File: config.mk
export PLATFORM = sky130hd
export DESIGN_NAME = frame_uart_sender
export DESIGN_NICKNAME = d
export VERILOG_FILES = /design/src/rtl/frame_uart_sender_pkg.sv /design/src/rtl/frame_uart_sender_tx_byte.sv /design/src/rtl/frame_uart_sender.sv
export SDC_FILE = /design/constraint.sdc
export NUM_CORES = 1
export LEC_CHECK = 0
export ABC_AREA = 1
export CORE_MARGIN = 1
export CORE_UTILIZATION = 35
export CTS_CLUSTER_DIAMETER = 200
export CTS_CLUSTER_SIZE = 24
export DETAILED_ROUTE_END_ITERATION = 7
export GPL_TIMING_DRIVEN = 1
export SLEW_MARGIN = 20
export SYNTH_ARGS = -nofsm -noshare
export SYNTH_HDL_FRONTEND = slang
export SYNTH_HIERARCHICAL = 1
export SYNTH_SLANG_ARGS = --single-unit
File: constraint.sdc
create_clock -name i_Clk -period 3.4 [get_ports i_Clk]
set_input_delay 0.34 -clock i_Clk [delete_from_list [all_inputs] [get_ports i_Clk]]
set_output_delay 0.34 -clock i_Clk [all_outputs]
set_load 0.005 [all_outputs]
File: src/rtl/frame_uart_sender_pkg.sv
// Shared definitions for the frame UART sender: state encodings,
// frame header bytes and default timing/frame-size parameters.
package frame_uart_sender_pkg;

  localparam int DEFAULT_CLKS_PER_BIT = 868;   // 100 MHz / 115200 baud
  localparam int DEFAULT_FRAME_PIXELS = 9216;  // 96x96, 8-bit pixels
  localparam int DEFAULT_ADDR_W       = 15;

  localparam logic [7:0] HDR0_BYTE = 8'hAA;
  localparam logic [7:0] HDR1_BYTE = 8'h55;

  typedef enum logic [2:0] {
    S_IDLE,
    S_HDR0,
    S_HDR1,
    S_FETCH,
    S_WAIT_RAM,
    S_LOAD,
    S_SEND,
    S_DONE
  } frame_state_t;

  typedef enum logic [1:0] {
    TX_IDLE,
    TX_START,
    TX_DATA,
    TX_STOP
  } tx_state_t;

endpackage

File: src/rtl/frame_uart_sender_tx_byte.sv
// 8N1 UART byte transmitter. Accepts a byte only while idle, shifts it
// out LSB first and raises o_Done during the final cycle of the stop bit
// so the caller can hand over the next byte right after it.
module uart_tx_byte
  import frame_uart_sender_pkg::*;
#(
  parameter int CLKS_PER_BIT = DEFAULT_CLKS_PER_BIT
) (
  input  logic       i_Clk,
  input  logic       i_Rst,
  input  logic       i_Load,
  input  logic [7:0] i_Data,
  output logic       o_Tx,
  output logic       o_Busy,
  output logic       o_Done
);

  localparam int CNT_W = (CLKS_PER_BIT > 1) ? $clog2(CLKS_PER_BIT) : 1;
  localparam logic [CNT_W-1:0] LAST_CNT = CNT_W'(CLKS_PER_BIT - 1);

  tx_state_t        state;
  tx_state_t        next_state;
  logic [CNT_W-1:0] baud_cnt;
  logic [2:0]       bit_idx;
  logic [7:0]       shift_reg;
  logic             bit_end;

  assign bit_end = (baud_cnt == LAST_CNT);
  assign o_Busy  = (state != TX_IDLE);
  assign o_Done  = (state == TX_STOP) && bit_end;

  // Transmitter state register.
  always_ff @(posedge i_Clk or posedge i_Rst) begin
    if (i_Rst) state <= TX_IDLE;
    else       state <= next_state;
  end

  // Bit-phase sequencing: start bit, eight data bits, stop bit.
  always_comb begin
    next_state = state;
    case (state)
      TX_IDLE:  if (i_Load) next_state = TX_START;
      TX_START: if (bit_end) next_state = TX_DATA;
      TX_DATA:  if (bit_end && (bit_idx == 3'd7)) next_state = TX_STOP;
      TX_STOP:  if (bit_end) next_state = TX_IDLE;
      default:  next_state = TX_IDLE;
    endcase
  end

  // Baud counter, bit index, shift register and the registered line level.
  always_ff @(posedge i_Clk or posedge i_Rst) begin
    if (i_Rst) begin
      baud_cnt  <= '0;
      bit_idx   <= 3'd0;
      shift_reg <= 8'd0;
      o_Tx      <= 1'b1;
    end else begin
      case (state)
        TX_IDLE: begin
          baud_cnt <= '0;
          bit_idx  <= 3'd0;
          if (i_Load) begin
            shift_reg <= i_Data;
            o_Tx      <= 1'b0;
          end else begin
            o_Tx <= 1'b1;
          end
        end
        TX_START: begin
          if (bit_end) begin
            baud_cnt <= '0;
            o_Tx     <= shift_reg[0];
          end else begin
            baud_cnt <= baud_cnt + 1'b1;
          end
        end
        TX_DATA: begin
          if (bit_end) begin
            baud_cnt <= '0;
            if (bit_idx == 3'd7) begin
              o_Tx <= 1'b1;
            end else begin
              bit_idx   <= bit_idx + 3'd1;
              shift_reg <= {1'b0, shift_reg[7:1]};
              o_Tx      <= shift_reg[1];
            end
          end else begin
            baud_cnt <= baud_cnt + 1'b1;
          end
        end
        TX_STOP: begin
          o_Tx <= 1'b1;
          if (bit_end) baud_cnt <= '0;
          else         baud_cnt <= baud_cnt + 1'b1;
        end
        default: begin
          baud_cnt <= '0;
          o_Tx     <= 1'b1;
        end
      endcase
    end
  end

endmodule

File: src/rtl/frame_uart_sender.sv
// Streams one stored frame over UART on request: two header bytes
// followed by every pixel byte read from the frame RAM in address order.
module frame_uart_sender
  import frame_uart_sender_pkg::*;
#(
  parameter int CLKS_PER_BIT = DEFAULT_CLKS_PER_BIT,
  parameter int FRAME_PIXELS = DEFAULT_FRAME_PIXELS,
  parameter int ADDR_W       = DEFAULT_ADDR_W
) (
  input  logic              i_Clk,
  input  logic              i_Rst,
  input  logic              i_Start,
  input  logic [7:0]        i_RAM_Data,
  output logic [ADDR_W-1:0] o_RAM_Adress,
  output logic              o_RAM_Read_Enable,
  output logic              o_Tx,
  output logic              o_Busy,
  output logic              o_Done
);

  localparam logic [ADDR_W-1:0] LAST_PIXEL = ADDR_W'(FRAME_PIXELS - 1);

  frame_state_t      state;
  frame_state_t      next_state;
  logic [ADDR_W-1:0] pixel_cnt;
  logic [ADDR_W-1:0] pixel_next;
  logic              tx_load;
  logic [7:0]        tx_data;
  logic              tx_busy;
  logic              tx_done;

  assign o_Busy = (state != S_IDLE) && (state != S_DONE);
  assign o_Done = (state == S_DONE);

  // Frame sequencer state register.
  always_ff @(posedge i_Clk or posedge i_Rst) begin
    if (i_Rst) state <= S_IDLE;
    else       state <= next_state;
  end

  // Sequencing of headers, RAM fetches and pixel transmission.
  always_comb begin
    next_state = state;
    pixel_next = pixel_cnt;
    tx_load    = 1'b0;
    tx_data    = HDR0_BYTE;
    case (state)
      S_IDLE: begin
        if (i_Start) begin
          next_state = S_HDR0;
          pixel_next = '0;
        end
      end
      S_HDR0: begin
        tx_data = HDR0_BYTE;
        tx_load = !tx_busy;
        if (tx_done) next_state = S_HDR1;
      end
      S_HDR1: begin
        tx_data = HDR1_BYTE;
        tx_load = !tx_busy;
        if (tx_done) next_state = S_FETCH;
      end
      S_FETCH:    next_state = S_WAIT_RAM;
      S_WAIT_RAM: next_state = S_LOAD;
      S_LOAD: begin
        tx_data    = i_RAM_Data;
        tx_load    = 1'b1;
        next_state = S_SEND;
      end
      S_SEND: begin
        if (tx_done) begin
          if (pixel_cnt == LAST_PIXEL) begin
            next_state = S_DONE;
          end else begin
            pixel_next = pixel_cnt + 1'b1;
            next_state = S_FETCH;
          end
        end
      end
      S_DONE:  next_state = S_IDLE;
      default: next_state = S_IDLE;
    endcase
  end

  // Pixel counter plus registered RAM address and one-cycle read strobe.
  always_ff @(posedge i_Clk or posedge i_Rst) begin
    if (i_Rst) begin
      pixel_cnt         <= '0;
      o_RAM_Adress      <= '0;
      o_RAM_Read_Enable <= 1'b0;
    end else begin
      pixel_cnt         <= pixel_next;
      o_RAM_Read_Enable <= (next_state == S_FETCH);
      if (next_state == S_FETCH) o_RAM_Adress <= pixel_next;
    end
  end

  uart_tx_byte #(
    .CLKS_PER_BIT(CLKS_PER_BIT)
  ) u_tx (
    .i_Clk  (i_Clk),
    .i_Rst  (i_Rst),
    .i_Load (tx_load),
    .i_Data (tx_data),
    .o_Tx   (o_Tx),
    .o_Busy (tx_busy),
    .o_Done (tx_done)
  );

endmodule

==> reports/qor.yml <==
reg_top3: "o_RAM_Adress x15, pixel_cnt x15, u_tx/baud_cnt x10"
grt_pass1_vias: 2831
ys_warn_count: 6
status: "complete, no violations"
core_um2: 9730
row_count: 36
rsz0062_at_grt: "no"
synth_edf_count: 0
dpl_cell_area_um2: 3900
postCtsResizedCells: 0
die_h_um: 102
required_ps: 3680
setup_viol: 0
grt_start_max_net_pins: 35
crit_path_end_kind: "flop"
cts_root_buf: "clkbuf_8"
fmax_mhz: 412
synth.distinct_cells: 39
cts_tree: "yes"
post-dp-hpwl_mm: 5.47
yosys.area.top_type: "dfrtp_1"
period_needed_ps: 2430
leakagePower_nw: 2.07
drtIter0Drc: 134
multi_input_area_um2: 1780
vias_per_cell: 4.75
timing.final.max_slew_violations: 0
syn_inst: 473
fin_area_um2: 4140
finalWorstSetupSlack_ps: 971
critPathLaunchType: "flop"
ys_seq_area_share_pct: 41.5
grt.overflow.total: 0
n_antenna_cell: 0
final_hold_viol_count: 0
ir_drop_uv: 202
gp_congestion: 0.826
worst_ep_arrival_time_ps: 2700
route.detailed.drc: 0
synth_top_cell_area_share_pct: 40.7
clk_latency_ps: 340
post_drt_wl_per_cell_um: 11.8
grt_use_total_pct: 16.4
io-pin-count: 30
ant_nets: 0
finalClockSkew_ps: 11.7
synthFlopType: "dfrtp_1"
antenna_found_initial: 0
syn_area_per_cell_um2: 7.40
syn_area_um2: 3500
clockBufferDepth: 2
start_util_pct: 36.0
critical_path_class: "flop to flop"
register_area_um2: 1450
yosysMostFrequentCell: "nand2_1"
final_core_util_pct: 42.6
grt_pass1_wl_mm: 13.3
worstPathCellList: "ha_1 > nand2_1 > nor2_1 > nand3_2 > nor2_1 > buf_4 > nor2_1 > o21ai_2 > nand2_1 > nor2_4 > nand3_1 > nand2_1"
vias: 3063
numCtsBuffers: 9
cts.clk_slew.worst_paths_ps: 70
ys_ff_latch: 58
cpMaxStageDelayCell: "dfrtp_1"
areaGrowthSynthToFinish_pct: 18.3
slew_headroom_pct: 41.4
die_w_um: 102
finalSetupTns_ps: 0
nets: 527
syn_nets: 493
hold_path.class: "input port to async pin"
synth-async-reset-ratio_pct: 100
critPathMaxStageDelay_ps: 410
htree_levels: 3
layout_worst_path_cycle_share_pct: 71.4
power.density_nw_per_um2: 545
die_area_um2: 10400
routed_wl_mm: 7.61
drive_gt1_share_pct: 13.1
synth_common_cells: "nand2_1 (165), dfrtp_1 (57), nor2_1 (51), inv_1 (47), nand3_1 (43)"
pre_cts_ws_ps: 957
first_pass_iters: 4
ctsHoldBuffers: 0
numPortBuffers: 29
rr_worst_depth: 12
fill_cells: 1021
synthTopCellsByArea: "dfrtp_1 (41%), nand2_1 (18%), nand3_1 (6.1%)"
critPathMaxFanout: 23
post_cts_buffers: 0
clock_sinks: 58
max_cap_violations: 0
hold_ws_ps: 427
worst_pin_slew_ps: 874
-- path summary, 6_finish.rpt --
| path | startpoint | end | slack [ps] |
|---|---|---|---|
| min in group i_Clk | u_tx/shift_reg[4]$_DFFE_PP0P_ | u_tx/shift_reg[4]$_DFFE_PP0P_ | 470 |
| min | i_Rst | u_tx/state[1]$_DFFE_PP0P_ | 430 |
| max reg2reg | u_tx/baud_cnt[0]$_DFF_PP0_ | o_RAM_Adress[10]$_DFFE_PP0N_ | 970 |
| max in group asynchronous | i_Rst | u_tx/state[0]$_DFFE_PP0P_ | 2570 |
| max | u_tx/baud_cnt[0]$_DFF_PP0_ | o_RAM_Adress[10]$_DFFE_PP0N_ | 970 |
| min reg2reg | u_tx/shift_reg[4]$_DFFE_PP0P_ | u_tx/shift_reg[4]$_DFFE_PP0P_ | 470 |
-- cells by family after synthesis --
family                     count (synthesis)  share of synthesized area [%]
and+or+nand+nor                          317                           42.5
buffers and inverters                     62                           7.76
DFF                                       58                           41.5
AOI/OAI and AO/OA                         21                           3.54
adders and majority gates                  9                           3.22
xor gates and xnor gates                   6                           1.50
-- through the flow --
step / total power [mW] / std cells
2_1_floorplan: 1.36 / 473
3_3_place_gp: 1.49 / 629
3_5_place_dp: 1.51 / 629
4_1_cts: 2.28 / 645
5_1_grt: 2.44 / 645
6_report: 2.26 / 645
-- power breakdown --
group / total (mW) / switching, mW / leakage [nW] / internal, mW
Sequential: 0.887 / 0.0871 / 0.763 / 0.800
Combinational: 0.607 / 0.393 / 1.19 / 0.214
Clock: 0.762 / 0.290 / 0.119 / 0.472
Total: 2.26 / 0.770 / 2.07 / 1.49
-- cell usage in the layout, fill, tap and decap left out, types with 3 or more instances in the layout --
cell type	netlist	routed
ha_1	9	9
dfrtp_1	57	57
nand3_2	5	5
inv_1	47	46
nand2_2	14	14
o21ai_0	9	9
nand2_1	165	165
clkbuf_8	0	12
clkdlybuf4s50_1	0	29
nor3_1	4	4
xnor2_1	3	3
xor2_1	3	3
inv_2	7	7
nand2_4	5	5
nand4_1	9	9
nor2_2	6	6
nand3_1	43	43
nor2_4	3	3
nor2_1	51	51
-- layout make-up --
cell class,count,share of cell area (%)
Clock inverter,4,1.75
Inverter,54,4.89
Sequential cell,58,35.1
Timing Repair Buffer,31,7.37
Multi-Input combinational cell,353,42.9
Clock buffer,12,3.99
Tap cell,133,4.02
-- layer usage --
layer  share of wire [%]  routed length [µm]  vias up  global-route usage [%]
li1                    -                   -     1554                       -
met1                  50                3840     1439                    23.0
met2                  43                3300       57                    24.4
met3                 4.2                 317       13                    3.83
met4                 2.0                 152        0                    6.26
met5                   0                   0        -                       0
-- worst max-delay path: cells and delay by family (launching register included) --
kind	cells	cell delay [ps]
buffers and inverters	1	280
AND/OR/NAND/NOR	9	1300
AO/OA/AOI/OAI	1	170
flip-flops	1	410
adder cells (fa/ha/maj)	1	210
(Power assumes the default switching activity.)
